### src/rtl/store_bridge_pkg.sv
// Shared constants for the store-to-stream bridge: register offsets,
// control-register bit positions and the drop counter width.
package store_bridge_pkg;
  localparam logic [31:0] DATA_OFF     = 32'd0;
  localparam logic [31:0] CTRL_OFF     = 32'd4;
  localparam int unsigned CTRL_CLR_OVF = 0;
  localparam int unsigned CTRL_FLUSH   = 1;
  localparam int unsigned DROP_CNT_W   = 8;
endpackage

### src/rtl/sync_fifo.sv
// Show-ahead synchronous FIFO with separate occupancy counter; a push into a
// full FIFO is still taken when a pop happens on the same edge.
module sync_fifo #(
  parameter int unsigned DEPTH  = 8,
  parameter int unsigned DATA_W = 32
) (
  input  logic                     clk,
  input  logic                     rst,
  input  logic                     push,
  input  logic                     pop,
  input  logic                     flush,
  input  logic [DATA_W-1:0]        din,
  output logic [DATA_W-1:0]        head,
  output logic [$clog2(DEPTH):0]   count,
  output logic                     full,
  output logic                     empty
);
  localparam int unsigned PW = $clog2(DEPTH);
  localparam logic [PW:0] FULL_CNT = (PW+1)'(DEPTH);

  logic [DATA_W-1:0] mem [DEPTH];
  logic [PW-1:0]     wptr;
  logic [PW-1:0]     rptr;
  logic              push_ok;
  logic              pop_ok;

  assign full    = (count == FULL_CNT);
  assign empty   = (count == '0);
  assign pop_ok  = pop & ~empty;
  assign push_ok = push & (~full | pop_ok);
  // Gate the head so a stale entry is never visible once the FIFO is empty.
  assign head    = empty ? '0 : mem[rptr];

  always_ff @(posedge clk) begin
    if (push_ok && !flush) begin
      mem[wptr] <= din;
    end
  end

  always_ff @(posedge clk or posedge rst) begin
    if (rst) begin
      wptr  <= '0;
      rptr  <= '0;
      count <= '0;
    end else if (flush) begin
      wptr  <= '0;
      rptr  <= '0;
      count <= '0;
    end else begin
      if (push_ok) wptr <= wptr + 1'b1;
      if (pop_ok)  rptr <= rptr + 1'b1;
      case ({push_ok, pop_ok})
        2'b10:   count <= count + 1'b1;
        2'b01:   count <= count - 1'b1;
        default: count <= count;
      endcase
    end
  end
endmodule

### src/rtl/store_fifo_bridge.sv
// Captures core stores to a two-word window into a FIFO and drains them over a
// valid/ready stream; stores that find the FIFO full are dropped and counted.
module store_fifo_bridge
  import store_bridge_pkg::*;
#(
  parameter logic [31:0] BASE_ADDR = 32'h0000_0400,
  parameter int unsigned DEPTH     = 8,
  parameter int unsigned DATA_W    = 32
) (
  input  logic                    clk,
  input  logic                    reset,
  input  logic                    MemWrite,
  input  logic [31:0]             DataAdr,
  input  logic [DATA_W-1:0]       WriteData,
  output logic                    out_valid,
  input  logic                    out_ready,
  output logic [DATA_W-1:0]       out_data,
  output logic [$clog2(DEPTH):0]  fifo_count,
  output logic                    overflow,
  output logic [DROP_CNT_W-1:0]   drop_cnt
);
  localparam logic [31:0] DATA_ADDR = BASE_ADDR + DATA_OFF;
  localparam logic [31:0] CTRL_ADDR = BASE_ADDR + CTRL_OFF;

  logic data_hit;
  logic ctrl_hit;
  logic pop;
  logic flush;
  logic clr_ovf;
  logic drop;
  logic full;
  logic empty;

  // Full 32-bit compare also rejects misaligned addresses inside the window.
  assign data_hit = MemWrite & (DataAdr == DATA_ADDR);
  assign ctrl_hit = MemWrite & (DataAdr == CTRL_ADDR);
  assign flush    = ctrl_hit & WriteData[CTRL_FLUSH];
  assign clr_ovf  = ctrl_hit & WriteData[CTRL_CLR_OVF];
  assign out_valid = ~empty;
  assign pop      = out_valid & out_ready;
  assign drop     = data_hit & full & ~pop;

  sync_fifo #(
    .DEPTH  (DEPTH),
    .DATA_W (DATA_W)
  ) u_fifo (
    .clk   (clk),
    .rst   (reset),
    .push  (data_hit),
    .pop   (pop),
    .flush (flush),
    .din   (WriteData),
    .head  (out_data),
    .count (fifo_count),
    .full  (full),
    .empty (empty)
  );

  always_ff @(posedge clk or posedge reset) begin
    if (reset) begin
      overflow <= 1'b0;
      drop_cnt <= '0;
    end else if (clr_ovf) begin
      overflow <= 1'b0;
      drop_cnt <= '0;
    end else if (drop) begin
      overflow <= 1'b1;
      if (drop_cnt != '1) drop_cnt <= drop_cnt + 1'b1;
    end
  end
endmodule

### config.mk
export PLATFORM = sky130hd
export DESIGN_NAME = store_fifo_bridge
export DESIGN_NICKNAME = d
export VERILOG_FILES = /design/src/rtl/store_bridge_pkg.sv /design/src/rtl/sync_fifo.sv /design/src/rtl/store_fifo_bridge.sv
export SDC_FILE = /design/constraint.sdc
export NUM_CORES = 1
export LEC_CHECK = 0
export ABC_AREA = 1
export BUFFER_PORTS_ARGS = -buffer_cell sky130_fd_sc_hd__buf_2
export CORE_MARGIN = 10
export CORE_UTILIZATION = 59
export DETAILED_ROUTE_END_ITERATION = 12
export PLACE_DENSITY = 0.8
export SLEW_MARGIN = 40
export SYNTH_ARGS = -nofsm -noshare
export SYNTH_HDL_FRONTEND = slang
export SYNTH_SLANG_ARGS = --single-unit
### constraint.sdc
create_clock -name clk -period 4.65 [get_ports clk]
set_input_delay 0.465 -clock clk [delete_from_list [all_inputs] [get_ports clk]]
set_output_delay 0.465 -clock clk [all_outputs]
set_load 0.01 [all_outputs]
# Yosys cells after proc, flatten, opt, wreduce, memory -nomap -nowiden
# Memory sizes are Yosys's and may differ from the RTL's.
# Cells that the tools add are included.
[word_totals] reg_bits=19 mem_bits_rw=256 inputBits=68 output_inout_bits=46 elab_cells=53 mem_count=1
[mem_list] memory="u_fifo.mem" depth=8 word_bits=32 read_ports=1 rd_clocked_by_memory_dff=0 wr=1 line_no="sync_fifo.sv:21" text="logic [DATA_W-1:0] mem [DEPTH];"
[op_classes] add_sub_neg=5 n_eq_ne=6 muxes=14 n_bitwise=13 n_reduce_logical=9
[op_table] op="== test 32 x 11 -> 1 bit (second input constant)" n=2
[op_table] op="2-to-1 mux 32 bit" n=1
[op_table] op="2-to-1 mux 8 bit" n=3
[op_table] op="2-to-1 mux 3 bit" n=4
[op_table] op="AND 1 bit" n=9
[op_table] op="adder 8 x 1 -> 8 bit (second input constant)" n=1
[op_table] op="!= test 8 bit (second input constant)" n=1
[op_table] op="one-hot mux 4 bit (2 select lines)" n=1
[op_table] op="nonzero test 2 bit" n=4
[op_table] op="adder 3 x 1 -> 3 bit (second input constant)" n=2
[op_table] op="adder 4 x 1 -> 4 bit (second input constant)" n=1
[op_table] op="== test 4 bit (second input constant)" n=1
[op_table] op="zero test 4 bit" n=1
[op_table] op="2-to-1 mux 1 bit" n=4
[op_table] op="2-to-1 mux 4 bit" n=1
[op_table] op="subtractor 4 x 1 -> 4 bit (second input constant)" n=1
[op_table] op="inverter 1 bit" n=3
[op_table] op="nonzero test 3 bit" n=1
[op_table] op="== test 2 x 1 -> 1 bit (second input constant)" n=1
[op_table] op="== test 2 bit (second input constant)" n=1
[op_table] op="AND reduction 2 bit" n=1
[op_table] op="logical AND 1 bit" n=1
[op_table] op="zero test 1 bit" n=1
[op_table] op="OR 1 bit" n=1

# Longest topological paths before layout
# Gate-level depths: netlist of the first run.
[logic_depth] ltp_word=9 mapped_depth=18 depth_no_buf=18

# By module
# Synthesis of the first run repeated with hierarchy kept, for this count alone.
[hier_totals] cells_unflattened=1006 area_unflattened_um2=11511.0
[modules_own_cells] mod="sync_fifo" instances=1 cells_each=883 area_per_inst_um2=10767.8 seq_area_each_um2=7937.6
[modules_own_cells] mod="store_fifo_bridge" instances=1 cells_each=123 area_per_inst_um2=743.2 seq_area_each_um2=225.2

# Least setup slack after synthesis of the first run
# OpenSTA, ideal clock, no wires.
[synth_path] path_kind="input -> register" startpoint="input port DataAdr[24]" endpoint="memory u_fifo.mem[2][0], enable pin" setup_time_ns=0.461 arrival_ns=3.519 t_required_ns=4.189 slack_ns=0.670 cell_stages=8 path_buffers=0 cell_sequence="nor2_1 -> nand2_1 -> nor2_1 -> nand2_1 -> nor2_4 -> nand3_2 -> or2_4 -> nor3_1"
[synth_between] elab_chain_cells=7 word_cells_on_any_way=10 cone_classes="eq/ne: 2; mux: 2; bitwise: 4; reduce/logical: 2"
[synth_lines] element="start: declaration" line_no="store_fifo_bridge.sv:13" text="input logic [31:0] DataAdr,"
[synth_lines] element="== test 32 x 11 -> 1 bit" line_no="store_fifo_bridge.sv:36" text="assign ctrl_hit = MemWrite & (DataAdr == CTRL_ADDR);"
[synth_lines] element="AND 1 bit" line_no="store_fifo_bridge.sv:36"
[synth_lines] element="AND 1 bit" line_no="store_fifo_bridge.sv:37" text="assign flush = ctrl_hit & WriteData[CTRL_FLUSH];"
[synth_lines] element="zero test 1 bit" line_no="sync_fifo.sv:35" text="if (push_ok && !flush) begin"
[synth_lines] element="logical AND 1 bit (*)" line_no="sync_fifo.sv:35"
[synth_lines] element="2-to-1 mux 1 bit (*)" line_no="sync_fifo.sv:35"
[synth_lines] element="2-to-1 mux 1 bit (implied by the code) (*)" line_no="sync_fifo.sv:36" text="mem[wptr] <= din;"
[synth_lines] element="end: declaration" line_no="sync_fifo.sv:21"
# Every way passes the cells marked *; elsewhere a longest branch is shown, timed or not.

# Worst setup path in the final report of the first run
[layout_path] startpoint="register u_fifo.rptr[0]" endpoint="output port out_data[20]"
[layout_between] elab_chain_cells=2
[layout_lines] element="start: declaration" line_no="sync_fifo.sv:23" text="logic [PW-1:0] rptr;"
[layout_lines] element="start signal: assignment" line_no="sync_fifo.sv:51" text="if (pop_ok) rptr <= rptr + 1'b1;"
[layout_lines] element="memory (8 x 32 bit)"
[layout_lines] element="2-to-1 mux 32 bit" line_no="sync_fifo.sv:32" text="assign head = empty ? '0 : mem[rptr];"
[layout_lines] element="end: declaration" line_no="store_fifo_bridge.sv:17" text="output logic [DATA_W-1:0] out_data,"
# Every way passes these cells.

==> flow_summary.json, run 1 <==
{
  "status": "complete, no violations",
  "start_util": 0.605,
  "period_share": 0.771,
  "antenna_left": 0,
  "vias": 7821,
  "routedWlPerCell_um": 18.9,
  "grt_pass1_wl_mm": 41.0,
  "path_class": "register to output pin",
  "cp_max_fo": 50,
  "worstSkewPairLatency_ns": 0.53,
  "synth_ff_type": "edfxtp_1",
  "path_common_cell": "o21ai_0",
  "synth_warnings": 0,
  "final_nets": 1152,
  "htreeDepth": 1,
  "numCtsBuffers": 28,
  "fill_cells": 1297,
  "ir_drop_v": 0.000313,
  "path_cells": "clkinv_2 -> buf_4 -> o21ai_0 -> o22ai_1 -> o21ai_0 -> a31oi_1 -> buf_2",
  "viasPerCell": 5.75,
  "top_layer_used": "met4",
  "ys_types": 31,
  "hold_viol": 0,
  "rsz0062_at_grt": "no",
  "wl_met1_mm": 10.6,
  "arrival_ns": 3.12,
  "max_cap_viol_count": 0,
  "grt_max_degree": 85,
  "synthArstFlopShare": 0.0691,
  "cp.required_ns": 4.18,
  "coreArea_um2": 18800,
  "power.switching_mw": 2.06,
  "slew_headroom": 0.463,
  "syn_to_final_growth_pct": 15.9,
  "reg2reg_slack_ns": 1.93,
  "cts_root_buf": "clkbuf_16",
  "switching_share": 0.313,
  "wl_met3_mm": 1.84,
  "intPower_mw": 4.52,
  "syn_nets": 1036,
  "critical_path.endpoint_type": "output pin",
  "ys_seq_area_frac": 0.716,
  "fin_util": 0.702,
  "hold_end": "u_fifo.mem[2][15]",
  "p_seq_frac": 0.426,
  "power.leakage_nw": 4.84,
  "io_buffers": 113,
  "min_path_type": "input port to register",
  "period_needed_ns": 3.59,
  "drtIter0Drc": 696,
  "p_comb_frac": 0.249,
  "remaining_drc_errors": 0,
  "power.share.clock": 0.325,
  "dr_wl_met2_mm": 12.6,
  "r2r-start": "u_fifo.count[0]",
  "antenna_found_initial": 1,
  "drive_above_1_share": 0.194,
  "reg2reg_depth": 8,
  "setup_viol": 0,
  "ios": 114,
  "drt_wl_total_mm": 25.7,
  "setup_tns_ns": 0,
  "cts.clk_slew.worst_paths_ns": 0.06,
  "first_global_vias": 8050,
  "cts_tree": "built",
  "syn_avg_cell_area_um2": 11.8,
  "dieArea_um2": 25300,
  "setup.worst_path.start_class": "register",
  "grt_overflow": 0,
  "r2r-end": "u_fifo.mem[5][16]",
  "min_from": "WriteData[15]",
  "syn-cell-area_um2": 11400,
  "die_y_um": 159,
  "synth_edf_count": 256,
  "drt_pass1_iterations": 5,
  "hold_depth": 1,
  "critPathMaxStageDelay_ns": 0.76,
  "clock_sinks": 275,
  "row_count": 50,
  "p_per_area_nw_per_um2": 497,
  "hpwl_mm": 14.8,
  "slowest_stage": "dfrtp_4",
  "drv_slew": 0,
  "fmax_mhz": 279,
  "clock_skew_ns": 0.00763,
  "die_w_um": 159,
  "ys_ff_latch": 275,
  "cts_max_path_buffers": 3,
  "synthCells": 962,
  "place_congestion": 0.781,
  "worstMarginPinSlew_ns": 0.806,
  "post_cts_resized": 0,
  "grt_usage": 0.196
}
==> cells in the final DEF (no fill, tap or decap), types with 2 or more instances in the layout <==
master,n
a31oi_1,32
buf_2,113
buf_4,22
buf_6,2
clkbuf_1,10
clkbuf_16,29
clkbuf_8,8
clkinv_1,2
clkinv_2,5
dfrtp_1,17
edfxtp_1,256
ha_1,5
inv_1,25
inv_2,3
nand2_1,78
nand2_2,4
nand3_1,14
nand3_2,2
nand3b_1,6
nand4_1,3
nor2_1,233
nor2_2,5
nor2_4,2
nor3_2,8
nor3b_2,2
o21ai_0,161
o22ai_1,32
xor2_1,8
==> timing repair <==
item,CTS,global route
endpoints found under the hold margin,0,9
setup buffers,0,0
hold buffers,0,1
==> routing by layer <==
layer / vias to the layer above / global-route usage
met5: - / 0
met4: 0 / 0.0750
met3: 62 / 0.0385
met2: 331 / 0.331
met1: 3756 / 0.245
li1: 3672 / -
==> power groups by stage <==
stage | clock network, mW | logic, mW | registers (mW)
floorplan | 0 | 1.20 | 2.79
global placement | 0 | 1.56 | 2.84
detailed placement | 0 | 1.63 | 2.85
CTS | 2.18 | 1.64 | 2.80
global route | 2.27 | 1.85 | 2.80
finish | 2.14 | 1.64 | 2.80
==> state kept, by name, summed over array words and instances (netlist names) <==
signal        flops
u_fifo.mem      256
drop_cnt          8
u_fifo.count      4
u_fifo.rptr       3
u_fifo.wptr       3
overflow          1
==> through the flow <==
step / hold slack, ns / power (mW) / cells / worst slack [ns] / cell area [um2]
after floorplan: 0.416 / 3.99 / 962 / 0.670 / 11400
after global placement: 0.471 / 4.40 / 1306 / 1.74 / 12300
after detailed placement: 0.497 / 4.47 / 1306 / 1.63 / 12300
after CTS: 0.0754 / 6.62 / 1358 / 1.04 / 13200
after global routing: 0.191 / 6.92 / 1361 / 0.827 / 13200
final: 0.199 / 6.57 / 1361 / 1.06 / 13200
==> area by class of cell <==
type | instances | area (um2) | area share
Clock buffer | 47 | 873 | 0.0661
Antenna cell | 1 | 2.50 | 0.000189
Timing Repair Buffer | 138 | 763 | 0.0578
Inverter | 31 | 119 | 0.00900
Multi-Input combinational cell | 604 | 2940 | 0.222
Sequential cell | 275 | 8170 | 0.618
Clock inverter | 5 | 26.3 | 0.00199
Tap cell | 260 | 325 | 0.0246
==> how the worst max path moves through the flow <==
stage / start / end / slack, ns / cells past startpoint
after CTS: u_fifo.rptr[0] / out_data[20] / 1.04 / 7
after floorplan: DataAdr[24] / u_fifo.mem[2][0] / 0.67 / 8
after global routing: u_fifo.rptr[0] / out_data[7] / 0.83 / 7
after global placement: u_fifo.rptr[0] / out_data[31] / 1.74 / 7
after detailed placement: u_fifo.rptr[0] / out_data[31] / 1.63 / 7
final: u_fifo.rptr[0] / out_data[20] / 1.06 / 7
==> cell families (layout without fill, tap and decap cells) <==
group / Yosys count / in the layout / share of synthesized area
AOI/OAI and AO/OA: 228 / 228 / 0.108
DFF: 275 / 275 / 0.716
adders and majority gates: 6 / 6 / 0.00724
buffers and inverters: 83 / 221 / 0.0299
and+or+nand+nor: 362 / 362 / 0.133
xor gates and xnor gates: 8 / 8 / 0.00615
other: 0 / 1 / 0
==> cells in the mapped netlist (9+ instances only) <==
master	count	area share
dfrtp_1	19	0.042
nor3_1	9	0.0040
nand3_1	14	0.0061
buf_2	14	0.0061
inv_1	27	0.0089
a31oi_1	32	0.018
edfxtp_1	256	0.67
o22ai_1	32	0.018
clkbuf_1	35	0.012
nor2_1	233	0.077
nand2_1	78	0.026
o21ai_0	161	0.071
==> worst max-delay path: cells and delay by family, from the launching register on <==
family	cells	cell delay, ns
AO/OA/AOI/OAI	4	0.68
buffers and inverters	3	1.15
flip-flops	1	0.76
No activity file was read; power rests on OpenSTA's default activity.
==> run 2, diff against run 1 <==
- ABC_AREA: 1 -> 0
- CORE_UTILIZATION: 59 -> 58
- PLACE_DENSITY: 0.8 -> 0.79
- clock period: 4.65 -> 3.42 ns (I/O delays scaled with it)
==> run 2 against run 1 <==
Net effect:
- total power is 43% higher
- area after synthesis is 3.4% lower
- clock power up 41%
- setup slack got worse by 0.60 ns
- count of clock-buffer cells in the layout decreased by 11
- critical path depth down 2
- synthesized cell count down 43%
==> flow_summary.json, run 2 <==
{
  "status": "complete, no violations",
  "synthCells": 548,
  "synth_most_common_cell": "edfxtp_1",
  "numCtsBuffers": 28,
  "clock_skew_ns": 0.0138,
  "placed_area_um2": 12100,
  "grt_usage": 0.190,
  "grt_pass1_wl_mm": 36.1,
  "syn-cell-area_um2": 11000,
  "remaining_drc_errors": 0,
  "power.leakage_nw": 4.59,
  "place_congestion": 0.845,
  "ys_types": 42,
  "period_share": 0.863,
  "setup_viol": 0,
  "cts_setup_buffers": 0,
  "drt_wl_total_mm": 23.1,
  "largest_reg_flops": 256,
  "setup_tns_ns": 0,
  "min_path_type": "input port to register",
  "routedWlPerCell_um": 24.4,
  "grt_max_degree": 33,
  "critPathMaxStageDelay_ns": 0.73,
  "syn_to_final_growth_pct": 18.2,
  "p_per_area_nw_per_um2": 725,
  "critical_path.endpoint_type": "output pin",
  "cts.clk_slew.worst_paths_ns": 0.06,
  "rsz0062_at_grt": "no",
  "synth_ff_type": "edfxtp_1",
  "ios": 114,
  "clock_sinks": 275,
  "dieArea_um2": 24900,
  "post-place-cells": 893,
  "synth_common_cells": "256 x edfxtp_1, 64 x mux4_2, 50 x nor2_1",
  "row_count": 50,
  "cts_tree": "built",
  "pre_cts_slack_ns": 0.158,
  "period_needed_ns": 2.95,
  "arrival_ns": 2.61,
  "die_w_um": 158,
  "hpwl_mm": 13.9,
  "cts_root_buf": "clkbuf_16",
  "coreArea_um2": 18700,
  "largest_register": "u_fifo.mem",
  "final_nets": 764,
  "setup.worst_path.start_class": "register",
  "synth_warnings": 0,
  "ir_drop_v": 0.000451,
  "io_buffers": 113,
  "fill_cells": 1164,
  "whs_ns": 0.0636,
  "drive_above_1_share": 0.374,
  "max_cap_viol_count": 0,
  "synthArstFlopShare": 0.0691,
  "start_util": 0.589,
  "ys_seq_area_frac": 0.741,
  "drt_pass1_iterations": 4,
  "vias": 5767,
  "worstSkewPairLatency_ns": 0.54,
  "antenna_found_initial": 2,
  "finish.instance_area_um2": 13000,
  "cp.required_ns": 3.08,
  "first_global_vias": 6232,
  "syn_avg_cell_area_um2": 20.1,
  "multiInputGateArea_um2": 2780,
  "cp_max_fo": 23,
  "syn_nets": 622,
  "path_class": "register to output pin",
  "cts_max_path_buffers": 3,
  "drv_slew": 0,
  "ys_ff_latch": 275,
  "grt_overflow": 0,
  "most-common-layout-cells": "256 x edfxtp_1, 113 x buf_2, 64 x mux4_2",
  "yosys.area.top_type": "edfxtp_1",
  "hold_viol": 0,
  "path_cells": "buf_4 -> mux4_2 -> mux2i_1 -> nor2_1 -> buf_2",
  "final_common_cell": "edfxtp_1",
  "die_y_um": 158,
  "slew_headroom": 0.514,
  "yosys-top-cells-area": "edfxtp_1 70%, mux4_2 13%, dfrtp_1 4.3%, mux2i_1 3.2%, nor2_1 1.7%",
  "synth_edf_count": 256,
  "final_cell_count_no_fill": 948,
  "fmax_mhz": 339,
  "fin_ws_ns": 0.467,
  "worstMarginPinSlew_ns": 0.729,
  "htreeDepth": 1,
  "drtIter0Drc": 510,
  "viasPerCell": 6.08,
  "slowest_stage": "dfrtp_4",
  "antenna_left": 0,
  "top_regs": "u_fifo.mem x256, drop_cnt x8, u_fifo.count x4",
  "area.sequential_um2": 8170,
  "yosysTopAreaCellShare": 0.698
}
## run 2: cell types whose count changed after synthesis, sizes merged, moves of 11 or more
| cell | change |
|---|---|
| inv | -24 |
| nand2 | -66 |
| nor2 | -190 |
| mux4 | +64 |
| mux2i | +35 |
| o22ai | -32 |
| nand3 | -11 |
| clkbuf | -26 |
| a31oi | -32 |
| o21ai | -157 |
## run 2: path summary, 6_finish.rpt
path	cells past startpoint	slack, ns	start	end
worst max-delay path	5	0.47	u_fifo.rptr[0]	out_data[19]
worst min-delay path	1	0.06	WriteData[30]	u_fifo.mem[0][30]
worst max register to register	11	0.54	u_fifo.count[0]	u_fifo.count[3]
worst min register to register	2	0.53	overflow	overflow
max in group asynchronous	3	2.42	reset	u_fifo.rptr[0]
min in group asynchronous	3	0.47	reset	u_fifo.count[0]
## run 2: cells by family after synthesis
group | share of synthesized area
AOI/OAI and AO/OA | 0.00966
xor gates and xnor gates | 0.00955
adders and majority gates | 0.00750
buffers and inverters | 0.0117
DFF | 0.741
muxes | 0.164
and+or+nand+nor | 0.0564
## run 2: power by group
part           internal (mW)  switching [mW]
Clock                   1.78            1.24
Combinational           1.26            1.22
Sequential              3.72           0.202
## run 2: through the flow
| stage | utilization | total power, mW |
|---|---|---|
| 5_1_grt | 0.695 | 9.88 |
| 3_5_place_dp | 0.646 | 6.53 |
| 3_3_place_gp | 0.646 | 6.48 |
| 6_report | 0.696 | 9.43 |
| 4_1_cts | 0.695 | 9.54 |
| 2_1_floorplan | - | 5.67 |
## run 2: area by class of cell
cell class / count / area share
well taps: 234 / 0.0225
diodes: 2 / 0.000385
flip-flops and latches: 275 / 0.628
inverters: 7 / 0.00202
clock inverters: 16 / 0.0130
repair buffers: 135 / 0.0631
clock buffers: 36 / 0.0577
multi-input cells: 243 / 0.214
## run 2: timing repair
item                                   CTS  global route
hold buffers                             1             0
gates resized for setup                  0             0
endpoints found under the hold margin   19             0
## run 2: critical path, delay by kind of cell (launching register included)
kind	cells	cell delay [ns]
buffers and inverters	2	0.53
AND/OR/NAND/NOR	1	0.09
flip-flops	1	0.73
multiplexers	2	0.71
## run 2: metal layers
layer	track usage	part of all wire	vias up
met2	0.327	0.53	212
met1	0.244	0.39	3010
met4	0.0467	0.017	2
li1	-	-	2512
met5	0	0.00048	-
met3	0.0361	0.064	31
==> run 3, diff against run 2 <==
- ABC_AREA: 0 -> default
- RECOVER_POWER: default -> 100
==> run 3 against run 2 <==
Net effect:
- total power is 0.98% lower
- non-clock buffer count is the same
- combinational power down 3%
- hold slack improved by 0.0062 ns
- final cell count down 0.11%
- first-iteration DRC count is 3.7% higher
- cell area down 2.4%
- sequential cell count did not move
- sequential power hardly changed
==> flow_summary.json, run 3 (synthesis gave the netlist of run 2 again) <==
{
  "largest_reg_flops": 256,
  "path_common_cell": "nor3_1",
  "cts_tree": "built",
  "power.leakage_nw": 4.31,
  "antenna_found_initial": 1,
  "wl_met3_mm": 1.54,
  "critPathMaxStageDelay_ns": 0.82,
  "p_per_area_nw_per_um2": 735,
  "cts_root_buf": "clkbuf_16",
  "reg2reg_slack_ns": 0.35,
  "grt_pass1_wl_mm": 36.1,
  "ir_drop_v": 0.000452,
  "syn_to_final_growth_pct": 15.4,
  "dr_wl_met2_mm": 12.3,
  "numCtsBuffers": 28,
  "grt_max_degree": 33,
  "status": "complete, no violations",
  "antenna_left": 0,
  "drive_above_1_share": 0.251,
  "min_path_type": "input port to register",
  "period_share": 0.899,
  "wl_met1_mm": 9.02,
  "slowest_stage": "clkbuf_2",
  "drtIter0Drc": 529,
  "top_layer_used": "met4",
  "max_cap_viol_count": 0,
  "worstSkewPairLatency_ns": 0.54,
  "fill_cells": 1237,
  "critPathTopFamily": "simple AND/OR/NAND/NOR gates",
  "cp.required_ns": 3.57,
  "p_seq_frac": 0.419,
  "switching_share": 0.285,
  "vias": 5730,
  "io_buffers": 113,
  "power.share.clock": 0.323,
  "arrival_ns": 3.23,
  "power.switching_mw": 2.66,
  "htreeDepth": 1,
  "reg2reg_depth": 6,
  "setup_viol": 0,
  "remaining_drc_errors": 0,
  "largest_register": "u_fifo.mem",
  "period_needed_ns": 3.07,
  "setup_tns_ns": 0,
  "cp.buffers_inverters": 1,
  "final_nets": 764,
  "final_common_cell": "edfxtp_1",
  "critical_path.endpoint_type": "register",
  "whs_ns": 0.0698,
  "ios": 114,
  "cp.depth": 6,
  "hold_depth": 2,
  "clock_sinks": 275,
  "row_count": 50,
  "first_global_vias": 6232,
  "path_class": "register to register",
  "drt_wl_total_mm": 23.2,
  "top_regs": "u_fifo.mem x256, drop_cnt x8, u_fifo.count x4",
  "rsz0062_at_grt": "no",
  "worstMarginPinSlew_ns": 1.38,
  "slew_headroom": 0.0745,
  "cts_max_path_buffers": 3,
  "grt_usage": 0.190,
  "path_cells": "nor3_1 -> and2_0 -> nor3_1 -> nand2_1 -> nor2_1 -> clkbuf_2",
  "intPower_mw": 6.68,
  "grt_overflow": 0,
  "fmax_mhz": 325,
  "die_w_um": 158,
  "setup.worst_path.start_class": "register",
  "dieArea_um2": 24900,
  "routedWlPerCell_um": 24.5,
  "drv_slew": 0,
  "p_comb_frac": 0.258,
  "coreArea_um2": 18700,
  "cts.clk_slew.worst_paths_ns": 0.06,
  "hpwl_mm": 13.9,
  "drt_pass1_iterations": 5,
  "viasPerCell": 6.05,
  "clock_skew_ns": 0.0123,
  "cp_max_fo": 27,
  "start_util": 0.589,
  "most-common-layout-cells": "256 x edfxtp_1, 84 x clkbuf_1, 64 x mux4_2",
  "hold_viol": 0,
  "die_y_um": 158,
  "place_congestion": 0.845
}
-- run 3: cell types whose count changed in the layout (fill, tap and decap cells not counted), sizes merged --
cell,previous run,this run
buf,134,47
clkbuf,36,123
diode,2,1
-- run 3: power by group through the flow --
stage                     combinational, mW  clock [mW]  sequential (mW)
final                                  2.41        3.01             3.91
after global routing                   2.65        3.21             3.94
after CTS                              2.55        3.06             3.93
after detailed placement               2.53           0             4.00
after global placement                 2.48           0             4.00
after floorplan                        1.82           0             3.84
-- run 3: area by class of cell --
cell class / instances / area, um2 / share of cell area
antenna: 1 / 2.50 / 0.000197
inverter: 7 / 26.3 / 0.00207
clock inverter: 16 / 169 / 0.0133
multi-input combinational: 243 / 2680 / 0.211
sequential: 275 / 8170 / 0.643
tap: 234 / 293 / 0.0231
timing repair buffer: 135 / 613 / 0.0483
clock buffer: 36 / 751 / 0.0591
-- run 3: metal layers --
layer,GRT usage,vias to the layer above
met4,0.0467,0
met1,0.244,2983
met5,0,-
met2,0.327,212
met3,0.0361,26
li1,-,2509
-- run 3: worst paths after layout --
kind / end / from
setup / recovery: u_fifo.mem[5][17] / u_fifo.count[0]
hold / removal: overflow / DataAdr[2]
max in group asynchronous: u_fifo.rptr[0] / reset
min in group asynchronous: u_fifo.count[0] / reset
hold reg to reg: overflow / overflow
setup reg to reg: u_fifo.mem[5][17] / u_fifo.count[0]
-- run 3: per-stage QoR --
step                setup WS [ns]  instance area, um2  instances  utilization  power (mW)
CTS                         0.400               13000        946        0.695        9.54
floorplan                  0.0469               11000        548            -        5.67
detailed placement          0.158               12100        893        0.646        6.53
finish                      0.345               12700        947        0.679        9.34
global route                0.167               12700        946        0.679        9.80
global placement            0.374               12100        893        0.646        6.48
-- run 3: repair_timing --
item                                    in CTS  in global routing
endpoints found under the setup margin       0                  0
hold buffers                                 1                  0
buffers inserted                             0                  0
endpoints found under the hold margin       19                  0
gates resized for setup                      0                  0
-- run 3: worst reg2reg max path, cell delays in order (launching register included) --
cell	delay, ns
dfrtp_1	0.49
nor3_1	0.13
and2_0	0.23
nor3_1	0.24
nand2_1	0.17
nor2_1	0.59
clkbuf_2	0.82
